**src/rtl/sram_bus_adapter.sv**
```systemverilog
// Valid/ready word bus front end for the sram macro: active-low controls and a 2-entry response FIFO.
// Byte-strobe read-modify-write exists only when SRAM_ADAPTER_WSTRB_EN is defined.
module sram_bus_adapter #(
    parameter int DATA_W = 32,
    parameter int ADDR_W = 9
) (
    input  logic                  CLK,
    input  logic                  RST_N,
    input  logic                  req_valid,
    output logic                  req_ready,
    input  logic                  req_write,
    input  logic [ADDR_W-1:0]     req_addr,
    input  logic [DATA_W-1:0]     req_wdata,
    input  logic [DATA_W/8-1:0]   req_wstrb,
    output logic                  rsp_valid,
    input  logic                  rsp_ready,
    output logic                  rsp_write,
    output logic [DATA_W-1:0]     rsp_rdata,
    output logic                  sram_cen,
    output logic                  sram_gwen,
    output logic [DATA_W-1:0]     sram_wen,
    output logic [ADDR_W-1:0]     sram_a,
    output logic [DATA_W-1:0]     sram_d,
    input  logic [DATA_W-1:0]     sram_q
);
    localparam int NB = DATA_W / 8;

    logic              pend;
    logic              pend_wr;
    logic [1:0]        cnt;
    logic              wr_ptr;
    logic              rd_ptr;
    logic [DATA_W-1:0] fifo_data [2];
    logic [1:0]        fifo_wr;
    logic [1:0]        occ;
    logic              accept;
    logic              pop;
    logic              merging;
    logic              partial;
    logic              skip;
    logic [DATA_W-1:0] push_data;

`ifdef SRAM_ADAPTER_WSTRB_EN
    localparam logic [0:0] IDLE  = 1'b0;
    localparam logic [0:0] MERGE = 1'b1;

    logic [0:0]        state;
    logic [ADDR_W-1:0] m_addr;
    logic [DATA_W-1:0] m_wdata;
    logic [NB-1:0]     m_wstrb;
    logic              full_strb;

    assign merging   = (state == MERGE);
    assign full_strb = &req_wstrb;
    assign skip      = req_write && ~|req_wstrb;
    assign partial   = accept && req_write && !full_strb && !skip;

    always_ff @(posedge CLK or negedge RST_N) begin
        if (!RST_N) begin
            state   <= IDLE;
            m_addr  <= '0;
            m_wdata <= '0;
            m_wstrb <= '0;
        end else begin
            state <= partial ? MERGE : IDLE;
            if (partial) begin
                m_addr  <= req_addr;
                m_wdata <= req_wdata;
                m_wstrb <= req_wstrb;
            end
        end
    end
`else
    logic unused_wstrb;

    assign unused_wstrb = ^req_wstrb;
    assign merging      = 1'b0;
    assign skip         = 1'b0;
    assign partial      = 1'b0;
`endif

    // Pending capture counts as an occupied slot so a FIFO push never overflows.
    assign occ       = cnt + {1'b0, pend};
    assign rsp_valid = (cnt != 2'd0);
    assign pop       = rsp_valid && rsp_ready;
    assign req_ready = RST_N && !merging && ((occ < 2'd2) || pop);
    assign accept    = req_valid && req_ready;
    assign rsp_write = rsp_valid && fifo_wr[rd_ptr];
    assign rsp_rdata = rsp_valid ? fifo_data[rd_ptr] : '0;
    assign push_data = pend_wr ? '0 : sram_q;

    always_comb begin
        sram_cen  = 1'b1;
        sram_gwen = 1'b1;
        sram_wen  = '1;
        sram_a    = '0;
        sram_d    = '0;
`ifdef SRAM_ADAPTER_WSTRB_EN
        if (merging) begin
            sram_cen  = 1'b0;
            sram_gwen = 1'b0;
            sram_wen  = '0;
            sram_a    = m_addr;
            for (int i = 0; i < NB; i++) begin
                sram_d[8*i +: 8] = m_wstrb[i] ? m_wdata[8*i +: 8]
                                              : sram_q[8*i +: 8];
            end
        end else
`endif
        if (accept && !skip) begin
            sram_cen = 1'b0;
            sram_a   = req_addr;
            if (req_write && !partial) begin
                sram_gwen = 1'b0;
                sram_wen  = '0;
                sram_d    = req_wdata;
            end
        end
    end

    always_ff @(posedge CLK or negedge RST_N) begin
        if (!RST_N) begin
            pend         <= 1'b0;
            pend_wr      <= 1'b0;
            cnt          <= 2'd0;
            wr_ptr       <= 1'b0;
            rd_ptr       <= 1'b0;
            fifo_wr      <= '0;
            fifo_data[0] <= '0;
            fifo_data[1] <= '0;
        end else begin
            // A merge cycle hands its write response to the capture stage.
            pend    <= (accept && !partial) || merging;
            pend_wr <= merging || req_write;
            if (pend) begin
                fifo_data[wr_ptr] <= push_data;
                fifo_wr[wr_ptr]   <= pend_wr;
                wr_ptr            <= ~wr_ptr;
            end
            if (pop) begin
                rd_ptr <= ~rd_ptr;
            end
            cnt <= cnt + {1'b0, pend} - {1'b0, pop};
        end
    end

endmodule

```
**config.mk**
```make
export PLATFORM = sky130hd
export DESIGN_NAME = sram_bus_adapter
export DESIGN_NICKNAME = d
export VERILOG_FILES = /design/src/rtl/sram_bus_adapter.sv
export SDC_FILE = /design/constraint.sdc
export NUM_CORES = 1
export LEC_CHECK = 0
export ABC_AREA = 1
export CAP_MARGIN = 15
export CORE_MARGIN = 1.5
export CORE_UTILIZATION = 38
export CTS_BUF_LIST = sky130_fd_sc_hd__clkbuf_16
export CTS_CLUSTER_SIZE = 24
export DETAILED_ROUTE_END_ITERATION = 6
export GPL_TIMING_DRIVEN = 1
export HOLD_SLACK_MARGIN = 0.15
export MAX_ROUTING_LAYER = met4
export PLACE_DENSITY = 0.78
export SLEW_MARGIN = 20
export SYNTH_ARGS = -nofsm -noshare
export SYNTH_HDL_FRONTEND = slang
export SYNTH_SLANG_ARGS = --single-unit
```
**constraint.sdc**
```tcl
create_clock -name CLK -period 2.1 [get_ports CLK]
set_input_delay 0.21 -clock CLK [delete_from_list [all_inputs] [get_ports CLK]]
set_output_delay 0.21 -clock CLK [all_outputs]
set_load 0.005 [all_outputs]
```
==> flow_metrics.env, run 1 <==
export IMPL_p_seq_share_pct=32.0
export IMPL_portBuffers=187
export IMPL_worstSetupEndpoint="rsp_rdata[12]"
export IMPL_status="completed"
export IMPL_crit_required_ns=1.89
export IMPL_slew_limit_headroom_pct=56.33
export IMPL_overflow=0
export IMPL_initial_utilization_pct=39.39
export IMPL_design_area_um2=6177
export IMPL_r2r_end="fifo_data[44]"
export IMPL_combPwrFrac_pct=48.2
export IMPL_ir_drop_mv=0.5433
export IMPL_vias_per_cell=4.620
export IMPL_synth_area_leaders="dfrtp_1 (44%), nand2_1 (16%), o21ai_0 (8.1%)"
export IMPL_rrSetupSlack_ns=0.63
export IMPL_finalPower_mw=7.276
export IMPL_period_share_pct=96.85
export IMPL_cts_buffer_depth=2
export IMPL_antenna_cells=0
export IMPL_crit_type="flop to output pin"
export IMPL_p_leak_nw=3.377
export IMPL_drv_slew=0
export IMPL_cp_startpoint="cnt[0]"
export IMPL_r2r_start="pend"
export IMPL_via_count=4107
export IMPL_layout_setup_ws_ns=0.06608
export IMPL_n_fill_cell=973
export IMPL_syn_nets=660
export IMPL_grt_use_total_pct=21.61
export IMPL_fp_dieArea_um2=11380
export IMPL_htreeDepth=3
export IMPL_cts_buffers=9
export IMPL_antenna_found_initial=0
export IMPL_grt_max_degree=49
export IMPL_powerDensity_nw_per_um2=1178
export IMPL_cts_tree="done"
export IMPL_tightest_slew_ns=0.6541
export IMPL_path_buf_inv=6
export IMPL_ios=192
export IMPL_crit_family="buffers and inverters"
export IMPL_p_sw_share_pct=36.61
export IMPL_drcViolationCount=0
export IMPL_yosys_area_top_type="dfrtp_1"
export IMPL_stdcell_count=889
export IMPL_startpoint_type="flop"
export IMPL_period_needed_ns=2.034
export IMPL_synthesis_area_um2=4085
export IMPL_cp_depth=9
export IMPL_die_width_um=106.7
export IMPL_internal_power_mw=4.612
export IMPL_wirelength_um=12080
export IMPL_cp_common_cell="buf_4"
export IMPL_yosysUniqueCellTypes=21
export IMPL_cts_sinks=72
export IMPL_yosysMostFrequentCell="nand2_1"
export IMPL_avgSynthCellArea_um2=7.092
export IMPL_path_clk_slew_ns=0.06
export IMPL_drive_above_1_share_pct=20.58
export IMPL_coreArea_um2=10370
export IMPL_grt_setup_unrepaired="yes"
export IMPL_finalClockSkew_ns=0.01008
export IMPL_row_count=37
export IMPL_crit_arrival_ns=1.82
export IMPL_hold_class="primary input to flop"
export IMPL_clockRootBuffer="clkbuf_16"
export IMPL_syn_inst=576
export IMPL_tns_ns=0
export IMPL_worstSetupEndpointType="output pin"
export IMPL_place_congestion=0.7779
export IMPL_area_growth_pct=51.21
export IMPL_cpPeakStageDelay_ns=0.38
export IMPL_first_pass_iters=4
export IMPL_crit_chain="buf_4, nor2_4, inv_2, buf_4, buf_8, buf_4, o21ai_0, a21oi_1, clkdlybuf4s15_1"
export IMPL_grt_pass1_wl_um=19110
export IMPL_drv_cap=0
export IMPL_ys_warn_count=0
export IMPL_p_switching_mw=2.664
export IMPL_synth_common_cells="nand2_1 (169), inv_1 (81), dfrtp_1 (72), nor2_1 (66), o21ai_0 (66)"
export IMPL_rr_worst_depth=6
export IMPL_place_area_um2=5858
export IMPL_synth_edf_count=0
export IMPL_synthArstFlopShare_pct=100.0
export IMPL_cp_max_fo=5
export IMPL_max_freq_mhz=491.7
export IMPL_grt_pass1_vias=4204
export IMPL_ys_seq_area_share_pct=44.10
export IMPL_pwr_share_clk_pct=19.8
export IMPL_setup_viol=0
export IMPL_placed_cells=848
export IMPL_synthFlopType="dfrtp_1"
export IMPL_pre_cts_ws_ns=0.07864
export IMPL_worstSkewPairLatency_ns=0.33
export IMPL_first_iter_violations=165
export IMPL_wl_per_cell_um=13.59
export IMPL_synth_seq_cells=72
export IMPL_nNetsFinal=832
export IMPL_worst_path_max_delay_cell="dfrtp_1"
export IMPL_die_h_um=106.7
export IMPL_postRouteAntennaNets=0
export IMPL_dpl_hpwl_um=8236
export IMPL_synth_top_area_share_pct=44.10
export IMPL_hold_viol_final=0
## power groups by stage
stage	sequential, mW	clock [mW]	combinational, mW
CTS	2.32	1.47	3.48
finish	2.33	1.44	3.51
floorplan	2.26	0	1.76
global placement	2.29	0	3.34
global route	2.40	1.54	3.90
detailed placement	2.34	0	3.45
## flip-flops by register name (all words and copies together), names as in the netlist
signal,count
pend,1
wr_ptr,1
fifo_wr,2
fifo_data,64
rd_ptr,1
cnt,2
pend_wr,1
## layer usage
metal	part of all wire, %	wire, um	GRT usage, %	vias to the layer above
met5	0	0	-	-
met4	1.2	140	7.619	0
met3	5.3	645	3.404	12
met2	53	6403	39.33	145
met1	41	4894	23.91	1906
li1	-	-	-	2044
## final cells by class
class	instances	area [um2]	area share [%]
well taps	136	170.2	2.755
clock inverters	7	61.31	0.9925
inverters	85	319.1	5.165
flip-flops and latches	72	1804	29.21
clock buffers	9	225.2	3.646
multi-input cells	353	1579	25.56
repair buffers	227	2018	32.67
## through the flow
step                      hold slack (ns)  utilization (%)
after floorplan                  -0.08559                -
after global placement             0.3342            56.49
after detailed placement           0.3518            56.49
after CTS                          0.4503            59.34
after global routing               0.4737            59.57
final                              0.4551            59.57
## cell families (layout without fill, tap and decap cells)
logic type	count (synthesis)	count (layout)	share of synthesized area, %
AO/OA/AOI/OAI	101	101	12.71
buffers and inverters	151	328	18.04
adder cells (fa/ha/maj)	2	2	0.6125
flip-flops	72	72	44.10
XOR/XNOR	2	2	0.4289
AND/OR/NAND/NOR	248	248	24.10
## worst min-delay path by stage
stage,depth (start not counted),to,from
floorplan,0,cnt[0],RST_N
global placement,2,pend,RST_N
detailed placement,2,pend,RST_N
CTS,1,pend_wr,req_write
global route,1,pend_wr,req_write
finish,1,pend_wr,req_write
## layout by cell type (no fill, tap or decap), types with 2 or more instances in the layout
cell / instances
buf_8: 2
nor2_4: 2
clkdlybuf4s50_1: 77
dfrtp_1: 70
nand2_1: 168
dfrtp_2: 2
clkbuf_2: 45
o21ai_0: 66
a21oi_1: 33
clkdlybuf4s15_1: 16
buf_4: 28
dlymetal6s2s_1: 17
inv_2: 6
clkbuf_16: 11
dlygate4sd2_1: 9
nor2_2: 16
nor2_1: 57
clkinvlp_4: 2
nand2_2: 2
buf_6: 10
buf_12: 2
buf_2: 17
xor2_1: 2
inv_6: 3
inv_1: 79
## what timing repair did
| item | CTS | global route |
|---|---|---|
| gates resized for setup | 172 | 137 |
| buffers inserted | 10 | 10 |
| cloned | 4 | 1 |
| setup endpoints to repair | 108 | 97 |
| hold buffers | 1 | 0 |
| hold endpoints to repair | 72 | 0 |
| pin swaps | 2 | 2 |
(Power assumes the default switching activity.)
==> run 2: changes to the inputs <==
SKIP_CTS_REPAIR_TIMING = 1   (was unset)
==> flow_metrics.env, run 2 (synthesis results as in run 1) <==
export IMPL_status="complete, but fails checks"
export IMPL_violations="setup timing"
export IMPL_portBuffers=187
export IMPL_initial_utilization_pct=39.39
export IMPL_crit_family="buffers and inverters"
export IMPL_wl_per_cell_um=14.18
export IMPL_drv_slew=0
export IMPL_grt_max_degree=49
export IMPL_grt_pass1_vias=4096
export IMPL_die_width_um=106.7
export IMPL_largest_reg_flops=64
export IMPL_crit_required_ns=1.89
export IMPL_worstSkewPairLatency_ns=0.34
export IMPL_worst_path_max_delay_cell="clkdlybuf4s50_1"
export IMPL_top_register="fifo_data"
export IMPL_first_iter_violations=144
export IMPL_nNetsFinal=826
export IMPL_cts_sinks=72
export IMPL_cts_tree="done"
export IMPL_worstSetupEndpointType="output pin"
export IMPL_cpPeakStageDelay_ns=0.52
export IMPL_htreeDepth=3
export IMPL_cts_buffer_depth=2
export IMPL_path_buf_inv=2
export IMPL_antenna_cells=0
export IMPL_holdWs_ns=0.4456
export IMPL_antenna_found_initial=0
export IMPL_coreArea_um2=10370
export IMPL_ir_drop_mv=0.5523
export IMPL_setup_viol=19
export IMPL_die_h_um=106.7
export IMPL_grt_pass1_wl_um=18490
export IMPL_first_pass_iters=4
export IMPL_drcViolationCount=0
export IMPL_finalPower_mw=7.371
export IMPL_hold_class="primary input to flop"
export IMPL_tightest_slew_ns=0.6597
export IMPL_crit_arrival_ns=2.09
export IMPL_max_freq_mhz=434.7
export IMPL_placed_cells=848
export IMPL_powerDensity_nw_per_um2=1110
export IMPL_period_share_pct=109.6
export IMPL_cts_buffers=9
export IMPL_finalClockSkew_ns=0.01003
export IMPL_tns_ns=-0.8287
export IMPL_layout_setup_ws_ns=-0.2006
export IMPL_via_count=4159
export IMPL_slew_limit_headroom_pct=55.96
export IMPL_cp_common_cell="nand2_4"
export IMPL_clockRootBuffer="clkbuf_16"
export IMPL_ios=192
export IMPL_path_clk_slew_ns=0.06
export IMPL_crit_chain="ha_2, nand2_1, nand2_4, nand2_4, nand3_4, buf_4, nor2_2, clkdlybuf4s50_1"
export IMPL_hold_viol_final=0
export IMPL_final_util_pct=64.06
export IMPL_grt_use_total_pct=20.81
export IMPL_period_needed_ns=2.301
export IMPL_stdcell_count=883
export IMPL_drive_above_1_share_pct=10.98
export IMPL_fp_dieArea_um2=11380
export IMPL_p_leak_nw=4.137
export IMPL_postRouteAntennaNets=0
export IMPL_cp_max_fo=5
export IMPL_drv_cap=0
export IMPL_area_growth_pct=62.60
export IMPL_vias_per_cell=4.710
export IMPL_design_area_um2=6643
export IMPL_wirelength_um=12520
export IMPL_final_cell_mix="nand2_1 (168), dlymetal6s2s_1 (99), clkdlybuf4s50_1 (81)"
export IMPL_dpl_hpwl_um=8236
export IMPL_grt_setup_unrepaired="yes"
export IMPL_pre_cts_ws_ns=0.07864
export IMPL_layout_commonest_cell="nand2_1"
export IMPL_reg_top3="fifo_data x64, cnt x2, fifo_wr x2"
export IMPL_place_area_um2=5858
export IMPL_place_congestion=0.7779
export IMPL_row_count=37
export IMPL_startpoint_type="flop"
export IMPL_overflow=0
export IMPL_crit_type="flop to output pin"
[run 2: power breakdown]
part | switching, mW | leakage [nW] | internal, mW
clock network | 0.625 | 0.135 | 0.821
registers | 0.289 | 0.932 | 2.04
logic | 1.75 | 3.07 | 1.85
total | 2.66 | 4.14 | 4.71
[run 2: worst paths after layout]
path,from,to,slack (ns),depth (start not counted)
setup / recovery,pend,sram_d[27],-0.20,8
hold / removal,req_write,pend_wr,0.45,1
setup reg to reg,pend,fifo_data[44],0.63,6
hold reg to reg,fifo_data[38],fifo_data[38],0.47,2
max in group asynchronous,RST_N,rd_ptr,1.17,3
min in group asynchronous,RST_N,pend,0.56,3
[run 2: layer usage]
metal	up-vias	wire length (um)	global-route usage, %
met4	0	220	7.524
met1	1955	4932	23.72
li1	2033	-	-
met3	20	753	3.647
met2	151	6612	36.68
met5	-	0	-
[run 2: area by class of cell]
cell class,instances,area [um2]
clock inverters,7,61.31
multi-input cells,353,1567
flip-flops and latches,72,1804
inverters,85,319.1
well taps,136,170.2
clock buffers,9,225.2
repair buffers,221,2496
fillers,913,3727
==> run 3: changes to the inputs <==
HOLD_SLACK_MARGIN = unset   (was 0.15)
==> flow_metrics.env, run 3 (synthesis results as in run 1) <==
export IMPL_violations="hold timing, setup timing"
export IMPL_worstSetupEndpointType="output pin"
export IMPL_via_count=4148
export IMPL_dpl_hpwl_um=8236
export IMPL_drv_slew=0
export IMPL_antenna_found_initial=0
export IMPL_place_area_um2=5858
export IMPL_ios=192
export IMPL_design_area_um2=6633
export IMPL_hold_class="primary input to async pin"
export IMPL_cp_max_fo=5
export IMPL_first_pass_iters=4
export IMPL_slew_limit_headroom_pct=56.15
export IMPL_cts_tree="done"
export IMPL_top_register="fifo_data"
export IMPL_grt_pass1_wl_um=18490
export IMPL_die_h_um=106.7
export IMPL_clockRootBuffer="clkbuf_16"
export IMPL_wl_per_cell_um=14.21
export IMPL_status="complete, but fails checks"
export IMPL_holdWs_ns=-0.01085
export IMPL_cts_buffer_depth=2
export IMPL_rrSetupSlack_ns=0.63
export IMPL_grt_pass1_vias=4096
export IMPL_initial_utilization_pct=39.39
export IMPL_cts_buffers=9
export IMPL_area_growth_pct=62.36
export IMPL_drcViolationCount=0
export IMPL_finalClockSkew_ns=0.01029
export IMPL_ir_drop_mv=0.5509
export IMPL_grt_max_degree=49
export IMPL_period_needed_ns=2.302
export IMPL_max_freq_mhz=434.5
export IMPL_reg_top3="fifo_data x64, cnt x2, fifo_wr x2"
export IMPL_layout_setup_ws_ns=-0.2017
export IMPL_r2r_start="pend"
export IMPL_wirelength_um=12530
export IMPL_grt_setup_unrepaired="yes"
export IMPL_hold_viol_final=20
export IMPL_layout_commonest_cell="nand2_1"
export IMPL_n_fill_cell=914
export IMPL_row_count=37
export IMPL_largest_reg_flops=64
export IMPL_overflow=0
export IMPL_crit_required_ns=1.89
export IMPL_grt_use_total_pct=20.81
export IMPL_antenna_cells=0
export IMPL_worstSkewPairLatency_ns=0.34
export IMPL_fp_dieArea_um2=11380
export IMPL_crit_arrival_ns=2.09
export IMPL_p_leak_nw=4.132
export IMPL_crit_type="flop to output pin"
export IMPL_postRouteAntennaNets=0
export IMPL_tightest_slew_ns=0.6568
export IMPL_rr_worst_depth=6
export IMPL_powerDensity_nw_per_um2=1111
export IMPL_final_cell_mix="nand2_1 (168), dlymetal6s2s_1 (99), clkdlybuf4s50_1 (81)"
export IMPL_die_width_um=106.7
export IMPL_setup_viol=19
export IMPL_vias_per_cell=4.703
export IMPL_place_congestion=0.7779
export IMPL_coreArea_um2=10370
export IMPL_drive_above_1_share_pct=10.99
export IMPL_drv_cap=0
export IMPL_r2r_end="fifo_data[44]"
export IMPL_htreeDepth=3
export IMPL_period_share_pct=109.6
export IMPL_portBuffers=187
export IMPL_first_iter_violations=149
export IMPL_cts_sinks=72
export IMPL_path_clk_slew_ns=0.06
export IMPL_nNetsFinal=825
export IMPL_startpoint_type="flop"
==> run 3: power by group <==
part | internal, mW | switching, mW
Sequential | 2.04 | 0.289
Combinational | 1.85 | 1.75
Clock | 0.822 | 0.629
==> run 3: worst max path at each step <==
stage / to / cells after the start / from
2_1_floorplan: sram_wen[0] / 6 / cnt[0]
6_report: sram_d[27] / 8 / pend
3_3_place_gp: sram_a[8] / 7 / rsp_ready
5_1_grt: sram_d[27] / 9 / pend
3_5_place_dp: sram_a[6] / 7 / rsp_ready
4_1_cts: sram_a[6] / 8 / pend
==> run 3: stage by stage <==
stage                     setup WS (ns)  TNS, ns  utilization (%)  instances  power (mW)
after floorplan                -0.04849   -1.552                -        576       4.021
after global placement           0.1117        0            56.49        848       5.631
after detailed placement        0.07864        0            56.49        848       5.788
after CTS                       -0.2629   -19.27            59.25        864       7.263
after global routing            -0.2997   -2.823            63.96        882       7.923
final                           -0.2017  -0.8380            63.96        882       7.371
==> run 3: layout make-up <==
class	count	area [um2]	area share (%)
Clock inverter	7	61.31	0.9244
Multi-Input combinational cell	353	1567	23.62
Tap cell	136	170.2	2.566
Sequential cell	72	1804	27.20
Timing Repair Buffer	220	2486	37.48
Clock buffer	9	225.2	3.396
Inverter	85	319.1	4.810
==> run 3: per-layer routing <==
| metal | wire, um | GRT usage (%) |
|---|---|---|
| met4 | 223 | 7.524 |
| met3 | 761 | 3.647 |
| met2 | 6632 | 36.68 |
| met5 | 0 | - |
| met1 | 4915 | 23.72 |
==> run 3: worst max-delay path, stage by stage, from the launching register on <==
cell	delay, ns
dfrtp_1	0.41
ha_2	0.21
nand2_1	0.10
nand2_4	0.08
nand2_4	0.07
nand3_4	0.09
buf_4	0.18
nor2_2	0.09
clkdlybuf4s50_1	0.52
==> edit (settings of run 2) <==
The parameter `DATA_W` goes from 32 to 48.
--- a/src/rtl/sram_bus_adapter.sv
+++ b/src/rtl/sram_bus_adapter.sv
@@ -1,7 +1,7 @@
 // Valid/ready word bus front end for the sram macro: active-low controls and a 2-entry response FIFO.
 // Byte-strobe read-modify-write exists only when SRAM_ADAPTER_WSTRB_EN is defined.
 module sram_bus_adapter #(
-    parameter int DATA_W = 32,
+    parameter int DATA_W = 48,
     parameter int ADDR_W = 9
 ) (
     input  logic                  CLK,
Interface: changed (6 resized); port bits go from 192 to 274. No check against the original RTL was run, so the function may have changed too.
==> edit against run 2 <==
The flow still finishes with violations (negative setup slack); routed wire length increased by 46%; core utilization down 3.2 points; setup slack better by 0.0083 ns; sequential cell count grew 32; cell count is 41% higher; total power increased by 42%; final area rose by 38%; synthesized area increased by 43%.
==> edit: results <==
[cts]
htree_levels = 3
root_buffer = "clkbuf_16"
cts_buffers = 9
clock_path_buffers = 2
clk_latency_ns = 0.34
path_clk_slew_ns = 0.06

[logic_synthesis]
synth_cell_types = 21
syn_nets = 952
yosysSeqAreaShare_pct = 44.7
yosys_warnings = 0
synthArstFlopShare_pct = 100
synth_common_cells = "nand2_1, inv_1, dfrtp_1"
synth.top_cells.by_area = "dfrtp_1, nand2_1, o21ai_0"

[worst_setup_path]
rrSetupSlack_ns = 0.68
cpLargestDelayFamily = "buffers and inverters"
worst-path-max-fanout = 16
critPathCapture = "rsp_rdata[16]"
arrival_ns = 2.08
rr_startpoint = "pend$_DFF_PN0_"
r2r_cells = 5
max_stage_delay_ns = 0.47
timing.critical_path.from = "cnt[0]$_DFF_PN0_"
worstReg2RegEnd = "fifo_data[27]$_DFFE_PN0P_"
cp_slowest_cell = "clkdlybuf4s50_1"

[worst_hold_path]
min_path_type = "in2reg"

[sta]
setup_viol = 60
worst_pin_slew_ns = 0.791
finClkSkew_ns = 0.00604
setup_tns_ns = -9.70
worst_slack_ns = -0.192

[cells_and_area]
drive_gt1_share_pct = 8.15
nets = 1169
top_regs = "fifo_data (96), cnt (2), fifo_wr (2)"
n_fill_cell = 1323

[placed_design]
gp_congestion = 0.803
portBuffers = 267
hpwl_um = 12200

[global_routing]
groute.usage.overall_pct = 21.5
grt_pass1_wl_um = 26400
grt_start_max_net_pins = 64
antenna_found_initial = 1
grt_pass1_vias = 5253

[drt]
first_pass_iters = 4
drt-total-wl_um = 18300
num_vias = 5811
drt-initial-drc-count = 414

[pwr]
p_leak_uw = 0.00505
ir_worst_vdd_uv = 561

[outcome]
status = "complete, but fails checks"
violations = "negative setup slack"
[edit: how the worst min path moves through the flow]
stage	cells after the start	endpoint	start
after floorplan	0	cnt[0]$_DFF_PN0_	RST_N
after global placement	2	pend$_DFF_PN0_	RST_N
after detailed placement	2	pend$_DFF_PN0_	RST_N
after CTS	2	cnt[1]$_DFF_PN0_	RST_N
after global routing	3	pend$_DFF_PN0_	RST_N
final	3	pend$_DFF_PN0_	RST_N
[edit: per-layer routing]
layer  up-vias  global-route usage (%)  wire [um]
li1       2897                       -          -
met1      2671                    25.2       7350
met2       219                    37.0       9500
met3        24                    4.05       1100
met4         0                    7.49        366
met5         -                       -          0
[edit: area by class of cell]
cell class                      count  share of cell area [%]
Clock buffer                        9                    2.45
Tap cell                          188                    2.56
Multi-Input combinational cell    513                    24.2
Sequential cell                   104                    28.4
Antenna cell                        1                  0.0273
Timing Repair Buffer              306                    36.6
Clock inverter                      6                   0.913
Inverter                          117                    4.81
[edit: logic make-up (layout without fill, tap and decap cells)]
logic type / count (synthesis) / count (layout) / share of synthesized area, %
adder cells (fa/ha/maj): 2 / 2 / 0.430
other: 0 / 1 / 0
AND/OR/NAND/NOR: 360 / 360 / 23.8
buffers and inverters: 217 / 438 / 17.8
XOR/XNOR: 2 / 2 / 0.301
flip-flops: 104 / 104 / 44.7
AO/OA/AOI/OAI: 149 / 149 / 12.9
[edit: worst register-to-register path: cells and delay by family, from the launching register on]
family,cells,cell delay [ns]
AOI/OAI and AO/OA,1,0.21
buffers and inverters,3,0.62
DFF,1,0.36
and+or+nand+nor,1,0.08
[edit: metrics by stage]
step / setup slack [ns] / hold slack (ns) / area, um^2 / instances / power, uW
final: -0.192 / 0.239 / 9180 / 1244 / 10500
after global routing: -0.350 / 0.240 / 9180 / 1244 / 11200
after CTS: -0.387 / -0.0106 / 8720 / 1229 / 10200
after detailed placement: -0.0201 / 0.361 / 8410 / 1214 / 8400
after global placement: -0.0212 / 0.356 / 8410 / 1214 / 8260
after floorplan: -0.411 / -0.0856 / 5830 / 834 / 5760
[edit: report_power, final]
group / total (uW) / switching, uW / internal, uW
clock network: 1750 / 714 / 1030
logic: 5380 / 2550 / 2830
registers: 3330 / 390 / 2940
